$ cat config.mk
export PLATFORM = sky130hd
export DESIGN_NAME = tile_local_port
export DESIGN_NICKNAME = d
export VERILOG_FILES = /design/src/rtl/tile_local_port_pkg.sv /design/src/rtl/tile_local_port_fifo.sv /design/src/rtl/tile_local_port.sv
export SDC_FILE = /design/constraint.sdc
export NUM_CORES = 1
export LEC_CHECK = 0
export ABC_AREA = 0
export BUFFER_PORTS_ARGS = -buffer_cell sky130_fd_sc_hd__buf_4
export CAP_MARGIN = 20
export CELL_PAD_IN_SITES_DETAIL_PLACEMENT = 0
export CELL_PAD_IN_SITES_GLOBAL_PLACEMENT = 1
export CORE_UTILIZATION = 48
export CTS_CLUSTER_SIZE = 14
export DETAILED_ROUTE_END_ITERATION = 8
export PLACE_DENSITY_LB_ADDON = 0.1
export SKIP_LAST_GASP = 1
export SLEW_MARGIN = 20
export SYNTH_ARGS = -nofsm -noshare
export SYNTH_HDL_FRONTEND = slang
export SYNTH_SLANG_ARGS = --single-unit
export TNS_END_PERCENT = 50
$ cat constraint.sdc
create_clock -name clk -period 8.53 [get_ports clk]
set_clock_uncertainty 0.15 [all_clocks]
set_input_delay 0.4265 -clock clk [delete_from_list [all_inputs] [get_ports clk]]
set_output_delay 0.4265 -clock clk [all_outputs]
set_load 0.05 [all_outputs]
$ cat src/rtl/tile_local_port_pkg.sv
// Shared types for the tile local port: tile ids, transactions, fabric ready bits and XY routing.
package tile_local_port_pkg;

  typedef struct packed {
    logic [3:0] x;
    logic [3:0] y;
  } t_tile_id;

  typedef struct packed {
    logic [31:0] address;
    logic [31:0] data;
  } t_tile_trans;

  typedef logic [3:0] t_fab_ready;

  localparam int DIR_N = 0;
  localparam int DIR_E = 1;
  localparam int DIR_S = 2;
  localparam int DIR_W = 3;

  typedef enum logic [2:0] {N = 3'd0, E = 3'd1, S = 3'd2, W = 3'd3, LOOPBACK = 3'd4} t_dir;

  // X is resolved before Y so routes stay deadlock-free on the mesh.
  function automatic t_dir f_xy_dir(input t_tile_id cur, input t_tile_id dst);
    t_dir d;
    if (dst.x > cur.x)      d = E;
    else if (dst.x < cur.x) d = W;
    else if (dst.y > cur.y) d = N;
    else if (dst.y < cur.y) d = S;
    else                    d = LOOPBACK;
    return d;
  endfunction

endpackage

$ cat src/rtl/tile_local_port_fifo.sv
// Small synchronous FIFO with combinational head; pointers carry an extra wrap bit for full/empty.
module tile_local_port_fifo
  import tile_local_port_pkg::*;
#(
  parameter type T     = logic [7:0],
  parameter int  DEPTH = 4,
  localparam int AW    = $clog2(DEPTH)
) (
  input  logic        clk,
  input  logic        rst_n,
  input  logic        push,
  input  T            push_data,
  input  logic        pop,
  output T            head,
  output logic        full,
  output logic        empty,
  output logic [AW:0] free
);

  logic [AW:0] r_wr, r_rd;
  T            r_mem [DEPTH];
  logic        w_pop, w_push;

  assign empty  = (r_wr == r_rd);
  assign full   = (r_wr[AW] != r_rd[AW]) && (r_wr[AW-1:0] == r_rd[AW-1:0]);
  assign free   = (AW+1)'(DEPTH) - (r_wr - r_rd);
  assign head   = r_mem[r_rd[AW-1:0]];
  assign w_pop  = pop & ~empty;
  // A pop in the same cycle frees the slot, so a push into a full FIFO is legal then.
  assign w_push = push & (~full | w_pop);

  always_ff @(posedge clk or negedge rst_n) begin
    if (!rst_n) begin
      r_wr <= '0;
      r_rd <= '0;
    end else begin
      if (w_push) r_wr <= r_wr + 1'b1;
      if (w_pop)  r_rd <= r_rd + 1'b1;
    end
  end

  always_ff @(posedge clk) begin
    if (w_push) r_mem[r_wr[AW-1:0]] <= push_data;
  end

endmodule

$ cat src/rtl/tile_local_port.sv
// Tile local endpoint: round-robin core merge into TX, XY dispatch to the router, RX with skid reserve.
module tile_local_port
  import tile_local_port_pkg::*;
#(
  parameter int NUM_CH   = 2,
  parameter int TX_DEPTH = 4,
  parameter int RX_DEPTH = 4,
  parameter int RX_SKID  = 2,
  parameter int CNT_W    = 16
) (
  input  logic                     clk,
  input  logic                     rst,
  input  t_tile_id                 local_tile_id,
  input  logic        [NUM_CH-1:0] core_req_valid,
  input  t_tile_trans [NUM_CH-1:0] core_req,
  output logic        [NUM_CH-1:0] core_req_ready,
  output logic                     core_rsp_valid,
  output t_tile_trans              core_rsp,
  input  logic                     core_rsp_ready,
  output logic                     fab_out_valid,
  output t_tile_trans              fab_out_req,
  input  t_fab_ready               fab_out_ready,
  input  logic                     fab_in_valid,
  input  t_tile_trans              fab_in_req,
  output t_fab_ready               fab_in_ready,
  output logic        [CNT_W-1:0]  tx_cnt,
  output logic        [CNT_W-1:0]  rx_cnt,
  output logic        [CNT_W-1:0]  lb_cnt,
  output logic                     rx_ovf
);

  localparam int CH_W  = (NUM_CH > 1) ? $clog2(NUM_CH) : 1;
  localparam int TXF_W = $clog2(TX_DEPTH) + 1;
  localparam int RXF_W = $clog2(RX_DEPTH) + 1;

  logic [CH_W-1:0]   r_ptr, w_win;
  logic [NUM_CH-1:0] w_grant;
  logic              w_any, w_accept;
  t_tile_trans       w_tx_head, w_rx_head, w_rx_data;
  logic              w_tx_full, w_tx_empty, w_rx_full, w_rx_empty;
  logic [TXF_W-1:0]  w_tx_free;
  logic [RXF_W-1:0]  w_rx_free, w_rx_free_nxt;
  t_dir              w_dir;
  logic              w_dir_rdy, w_send, w_lb, w_rx_pop, w_rx_fab, w_rx_push, w_drop;
  logic              w_unused;
  t_fab_ready        r_fab_in_ready;
  logic [CNT_W-1:0]  r_tx_cnt, r_rx_cnt, r_lb_cnt;
  logic              r_rx_ovf;

  always_comb begin
    w_any   = 1'b0;
    w_win   = '0;
    w_grant = '0;
    for (int k = 0; k < NUM_CH; k++) begin
      logic [CH_W-1:0] idx;
      idx = CH_W'((int'(r_ptr) + k) % NUM_CH);
      if (!w_any && core_req_valid[idx]) begin
        w_any = 1'b1;
        w_win = idx;
      end
    end
    if (w_any) w_grant[w_win] = 1'b1;
  end

  assign core_req_ready = w_grant & {NUM_CH{~w_tx_full}};
  assign w_accept       = w_any & ~w_tx_full;

  tile_local_port_fifo #(.T(t_tile_trans), .DEPTH(TX_DEPTH)) u_tx (
    .clk(clk), .rst_n(rst), .push(w_accept), .push_data(core_req[w_win]), .pop(w_send | w_lb),
    .head(w_tx_head), .full(w_tx_full), .empty(w_tx_empty), .free(w_tx_free)
  );

  assign w_unused = ^w_tx_free;
  assign w_dir    = f_xy_dir(local_tile_id, t_tile_id'(w_tx_head.address[31:24]));

  always_comb begin
    w_dir_rdy = 1'b0;
    case (w_dir)
      N:       w_dir_rdy = fab_out_ready[DIR_N];
      E:       w_dir_rdy = fab_out_ready[DIR_E];
      S:       w_dir_rdy = fab_out_ready[DIR_S];
      W:       w_dir_rdy = fab_out_ready[DIR_W];
      default: w_dir_rdy = 1'b0;
    endcase
  end

  assign fab_out_valid = ~w_tx_empty & (w_dir != LOOPBACK);
  assign fab_out_req   = w_tx_head;
  assign w_send        = fab_out_valid & w_dir_rdy;
  // Fabric deliveries own the RX write port; loopback only slips into idle cycles.
  assign w_lb          = ~w_tx_empty & (w_dir == LOOPBACK) & ~fab_in_valid & ~w_rx_full;

  assign w_rx_pop      = core_rsp_ready & ~w_rx_empty;
  assign w_rx_fab      = fab_in_valid & (~w_rx_full | w_rx_pop);
  assign w_drop        = fab_in_valid & ~w_rx_fab;
  assign w_rx_push     = w_rx_fab | w_lb;
  assign w_rx_data     = fab_in_valid ? fab_in_req : w_tx_head;
  assign w_rx_free_nxt = w_rx_free + RXF_W'(w_rx_pop) - RXF_W'(w_rx_push);

  tile_local_port_fifo #(.T(t_tile_trans), .DEPTH(RX_DEPTH)) u_rx (
    .clk(clk), .rst_n(rst), .push(w_rx_push), .push_data(w_rx_data), .pop(w_rx_pop),
    .head(w_rx_head), .full(w_rx_full), .empty(w_rx_empty), .free(w_rx_free)
  );

  assign core_rsp_valid = ~w_rx_empty;
  assign core_rsp       = w_rx_head;

  always_ff @(posedge clk or negedge rst) begin
    if (!rst) begin
      r_ptr          <= '0;
      r_fab_in_ready <= '0;
      r_tx_cnt       <= '0;
      r_rx_cnt       <= '0;
      r_lb_cnt       <= '0;
      r_rx_ovf       <= 1'b0;
    end else begin
      if (w_accept) r_ptr <= (w_win == CH_W'(NUM_CH - 1)) ? '0 : w_win + 1'b1;
      // Keep RX_SKID slots spare for pushes the router already has in flight.
      r_fab_in_ready <= {4{w_rx_free_nxt > RXF_W'(RX_SKID)}};
      if (w_send   && r_tx_cnt != '1) r_tx_cnt <= r_tx_cnt + 1'b1;
      if (w_rx_fab && r_rx_cnt != '1) r_rx_cnt <= r_rx_cnt + 1'b1;
      if (w_lb     && r_lb_cnt != '1) r_lb_cnt <= r_lb_cnt + 1'b1;
      if (w_drop) r_rx_ovf <= 1'b1;
    end
  end

  assign fab_in_ready = r_fab_in_ready;
  assign tx_cnt       = r_tx_cnt;
  assign rx_cnt       = r_rx_cnt;
  assign lb_cnt       = r_lb_cnt;
  assign rx_ovf       = r_rx_ovf;

endmodule

* After elaboration in Yosys (flattened, before gate mapping)
Memory sizes are Yosys's and may differ from the RTL's. Index checks and enable logic that the tools add are counted. W data, S select, Z words.
Storage, ports and cells: register bits 63, memory bits (writable) 512, bits of input ports 210, memories 2
Cells by class: add/sub/neg operators 13, $lt $le $gt $ge 9, equal/unequal tests 14, mux-type cells 24, bitwise operators 25, reduce and logical (&&, ||, !) cells 9
Memory list:
- u_rx.r_mem | depth 4, width 64, read ports 1, clocked after memory_dff 0, write ports 1, line tile_local_port_fifo.sv:21 | T r_mem [DEPTH];
- u_tx.r_mem | depth 4, width 64, read ports 1, clocked after memory_dff 0, write ports 1, line tile_local_port_fifo.sv:21
Operators by type and width (count):
- $mux W64 | 3
- $add A16 B1 Y16 const B | 3
- $ne A16 B16 Y1 const B | 3
- $mux W1 | 14
- $and A1 B1 Y1 | 13
- $add A3 B1 Y3 const B | 4
- $mux W3 | 4
- $gt A4 B4 Y1 | 2
- $lt A4 B4 Y1 | 2
- $logic_and A1 B1 Y1 | 7
- $eq A3 B2 Y1 const B | 2
- $eq A3 B3 Y1 | 2
- $lt A1 B2 Y1 const B | 3
- $not A1 Y1 | 6
- $or A1 B1 Y1 | 5
- $eq A2 B2 Y1 | 2
- $pmux W1 S4 | 1
- $add A3 B1 Y3 | 1
- $eq A3 B1 Y1 const B | 1
- $eq A3 B3 Y1 const B | 1
- $gt A3 B2 Y1 const B | 1
- $logic_not A3 Y1 | 1
- $ne A3 B3 Y1 const B | 1
- $sub A3 B1 Y3 | 1
- 9 further kinds | 11

* Longest topological paths before layout
An unclocked memory read counts as a cell.
depth after elaboration 16, mapped depth 15, gate-level depth less buffers 13

* By module
A second synthesis with hierarchy kept.
Second synthesis, totals: cells, all modules 1179, area total of the unflattened synthesis 23642.7 um2
By module, submodules not included:
- tile_local_port_fifo | instances 2, cells an instance 380, area each 9663.0 um2, seq. area each 7837.5 um2
- tile_local_port | instances 1, cells an instance 419, area each 4316.6 um2, seq. area each 1276.2 um2

* Worst setup path before layout
No wires, ideal clock.
path type reg2reg, from reg u_tx.r_rd[0], to mem u_rx.r_mem[3][0] (netlist bit) (enable), library setup time 497 ps, arrival 6104 ps, required time 7883 ps, path slack 1779 ps, cell stages (with the launch flop) 10, cell sequence dfrtp_1 buf_1 mux4_2 ha_1 nand4_2 or4_4 nand3b_4 nor2b_1 clkbuf_1 nor2b_1
RTL lines:
- from (decl) | line tile_local_port_fifo.sv:20 | logic [AW:0] r_wr, r_rd;
- from (signal assigned) | line tile_local_port_fifo.sv:38 | if (w_pop) r_rd <= r_rd + 1'b1;
- to (decl) | line tile_local_port_fifo.sv:21

* Final worst setup path
from reg u_tx.r_rd[0], to mem u_rx.r_mem[3][40] (netlist bit) (enable)
On the way: longest elaborated chain between the ends 14
Ends and longest elaborated chain:
- $mem_v2 Z4 W64
- $lt A4 B4 Y1 | line tile_local_port_pkg.sv:29 | else if (dst.y < cur.y) d = S;
- $mux W3 | line tile_local_port_pkg.sv:29
- $mux W3 | line tile_local_port_pkg.sv:28 | else if (dst.y > cur.y) d = N;
- $mux W3 | line tile_local_port_pkg.sv:27 | else if (dst.x < cur.x) d = W;
- $mux W3 | line tile_local_port_pkg.sv:26 | if (dst.x > cur.x) d = E;
- $eq A3 B3 Y1 | line tile_local_port.sv:91 | assign w_lb = ~w_tx_empty & (w_dir == LOOPBACK) & ~fab_in_valid & ~w_rx_full;
- $and A1 B1 Y1 * (3 in a row) | line tile_local_port.sv:91
- $or A1 B1 Y1 * | line tile_local_port.sv:96 | assign w_rx_push = w_rx_fab | w_lb;
- $and A1 B1 Y1 * | line tile_local_port_fifo.sv:30 | assign w_push = push & (~full | w_pop);
- $mux W1 * | line tile_local_port_fifo.sv:43 | if (w_push) r_mem[r_wr[AW-1:0]] <= push_data;
- $mux W1 (not written as such) * | line tile_local_port_fifo.sv:43
Every way passes the cells marked *; elsewhere a longest branch is shown, timed or not.

==> results.txt <==
Syn Inst Count: 1132
HPWL after DPL: 33200 µm
HP Class: primary input to flop
CP Data Required Time: 8630 ps
initial detailed-routing violation count: 880
routed wire length: 52900 µm
routability-driven placement congestion ratio: 0.770
pwr dens: 423 nW/µm²
commonest non-fill, non-tap cells in the layout: edfxtp_1, buf_4, mux2_2
Yosys cell types: 43
Worst-Margin Slew: 1080 ps
latest clock arrival within the worst-skew pair: 620 ps
initial antenna violation count: 0
fin. max-slew vios: 0
commonest non-fill, non-tap cell in the layout: edfxtp_1
Max H-tree Level: 2
share of cells above drive strength 1: 0.470
cell chain of the critical path: mux4_2 -> ha_1 -> nand4_2 -> or4_4 -> nand3b_4 -> nor2b_1 -> nor2b_4 -> buf_4
Via Count: 12300
first-pass GRT wire length: 78900 µm
# setup viols final: 0
Pre-antenna DRT Iters: 4
GRT overflow: 0
P&R area growth vs syn: 25.5%
reg2reg start: u_tx.r_rd[0]$_DFFE_PN0P_
Net Count, Synth: 1367
clk slew on worst S/H paths: 60 ps
post-CTS setup buffer count: 0
ys async rst share: 0.110
outcome: completed
Storage cell area: 17000 µm²
CP startpoint: u_tx.r_rd[0]$_DFFE_PN0P_
Chip Width: 222 µm
max incr delay on CP: 990 ps
Sink Count: 575
Synth Register Bits: 575
final std cell area, no fill: 29200 µm²
crit end category: flop
Nets: 1832
clock tree root driver cell: clkbuf_16
Syn Area/Cell: 20.6 µm²
fmax: 189 MHz
post-CTS sizing: 0
Multi-input gate area: 6130 µm²
placed inst area: 27000 µm²
Die Y-Extent: 222 µm
DR vias/cell: 5.45
hold slack: 31.4 ps
RSZ-0062 raised after global routing: no
maximum vdd drop: 0.000230 V
setup tns final: 0 ps
deepest clock path buffer count: 3
final period demand of the worst path: 5280 ps
WL/cell: 23.4 µm
Yosys warnings: 0
startpoint types: flop
P_leak: 10.7 nW
vias in the first global route: 12600
final hold viol count: 0
Num CTS Buffers: 58
CTS tree: done
Setup CP Type: flop to flop
critical path fanouts, max: 38
Final Power: 12.4 mW
Worst Path Arrival: 5380 ps
Remaining DRCs: 0
total core area: 47800 µm²
Total GRT Usage: 0.216
post-synthesis sequential area ratio: 0.728
final design utilization: 0.611
ANT cells: 0
Fillers: 3514
# rows: 80
Initial Util: 0.487
hold_sp: core_req[126]
I/O pin count: 395
EDFF count, synth: 512
ys flop type: edfxtp_1
Worst slew margin: 0.279
Crit-path slowest cell: dfrtp_4
crit share post-route: 0.619
largest net degree at the start of global routing: 69
die area: 49400 µm²
IO buf count: 394
antenna-violating nets left: 0
Max-Cap Viols: 0
Netlist Area Pre-Place: 23300 µm²
-- sequential cells by signal (all words and copies together), names as in the netlist --
register,flops
fab_in_ready,1
lb_cnt,16
r_ptr,1
rx_cnt,16
rx_ovf,1
tx_cnt,16
u_rx.r_mem,256
u_rx.r_rd,3
u_rx.r_wr,3
u_tx.r_mem,256
u_tx.r_rd,3
u_tx.r_wr,3
-- layer usage --
metal	up-vias	GRT usage	wire [µm]
met4	0	0.0500	948
met3	66	0.0542	3300
met2	349	0.354	26300
met5	-	0	0
li1	5514	-	-
met1	6392	0.294	22400
-- worst max-delay path: cells and delay by family (launching register included) --
kind	cells	cell delay [ps]
simple gates	5	2120
flops	1	990
mux	1	650
buf+inv	1	610
fa+ha+maj	1	330
-- synthesized netlist by cell type (all sizes together) (2+ instances only) --
cell,count,area (µm²)
a21oi,6,33.8
a31oi,8,65.1
a41oi,2,17.5
and2,8,50.1
and3,12,85.1
and4,3,26.3
buf,25,119
clkbuf,24,90.1
dfrtp,63,1580
edfxtp,512,15400
fa,2,40.0
ha,23,288
inv,17,63.8
mux2,134,1510
mux4,128,2880
nand2,26,97.6
nand3,20,100
nand4,14,100
nor2,18,67.6
nor2b,8,50.1
nor3,2,10.0
nor4b,2,17.5
o211ai,2,15.0
o21ai,6,30.0
or3,2,12.5
xnor2,44,385
xor2,11,96.3
-- cell families after synthesis --
family	Yosys count	synth area share
multiplexers	262	0.188
AO/OA/AOI/OAI	29	0.00865
XOR/XNOR	55	0.0207
AND/OR/NAND/NOR	120	0.0288
flip-flops	575	0.728
adder cells (fa/ha/maj)	25	0.0141
buffers and inverters	66	0.0117
-- path summary, 6_finish.rpt --
kind	to	slack, ps	depth (start not counted)
max	u_rx.r_mem[3][40]$_DFFE_PP_	3250	8
min	u_tx.r_mem[0][62]$_DFFE_PP_	30	2
max reg2reg	u_rx.r_mem[3][40]$_DFFE_PP_	3250	8
min reg2reg	rx_ovf$_DFFE_PN0P_	330	1
max in group asynchronous	u_rx.r_rd[0]$_DFFE_PN0P_	7260	2
min in group asynchronous	tx_cnt[6]$_DFFE_PN0P_	310	2
-- layout make-up --
cell class | instances | area share
tap | 615 | 0.0263
clock inverter | 36 | 0.00890
multi-input combinational | 491 | 0.209
sequential | 575 | 0.580
timing repair buffer | 454 | 0.121
inverter | 17 | 0.00218
clock buffer | 71 | 0.0520
-- through the flow --
step                cells  setup WS (ps)
floorplan            1132           1780
global placement     2104           3210
detailed placement   2104           3130
CTS                  2258           3080
global route         2259           2880
finish               2259           3250
-- power breakdown --
group / internal, mW / switching, mW
Sequential: 4.16 / 0.427
Clock: 1.33 / 1.03
Combinational: 1.85 / 3.57
-- timing repair --
item | CTS | global route
endpoints found under the hold margin | 149 | 0
hold buffers | 47 | 0
endpoints found under the setup margin | 0 | 0
(Power assumes the default switching activity.)
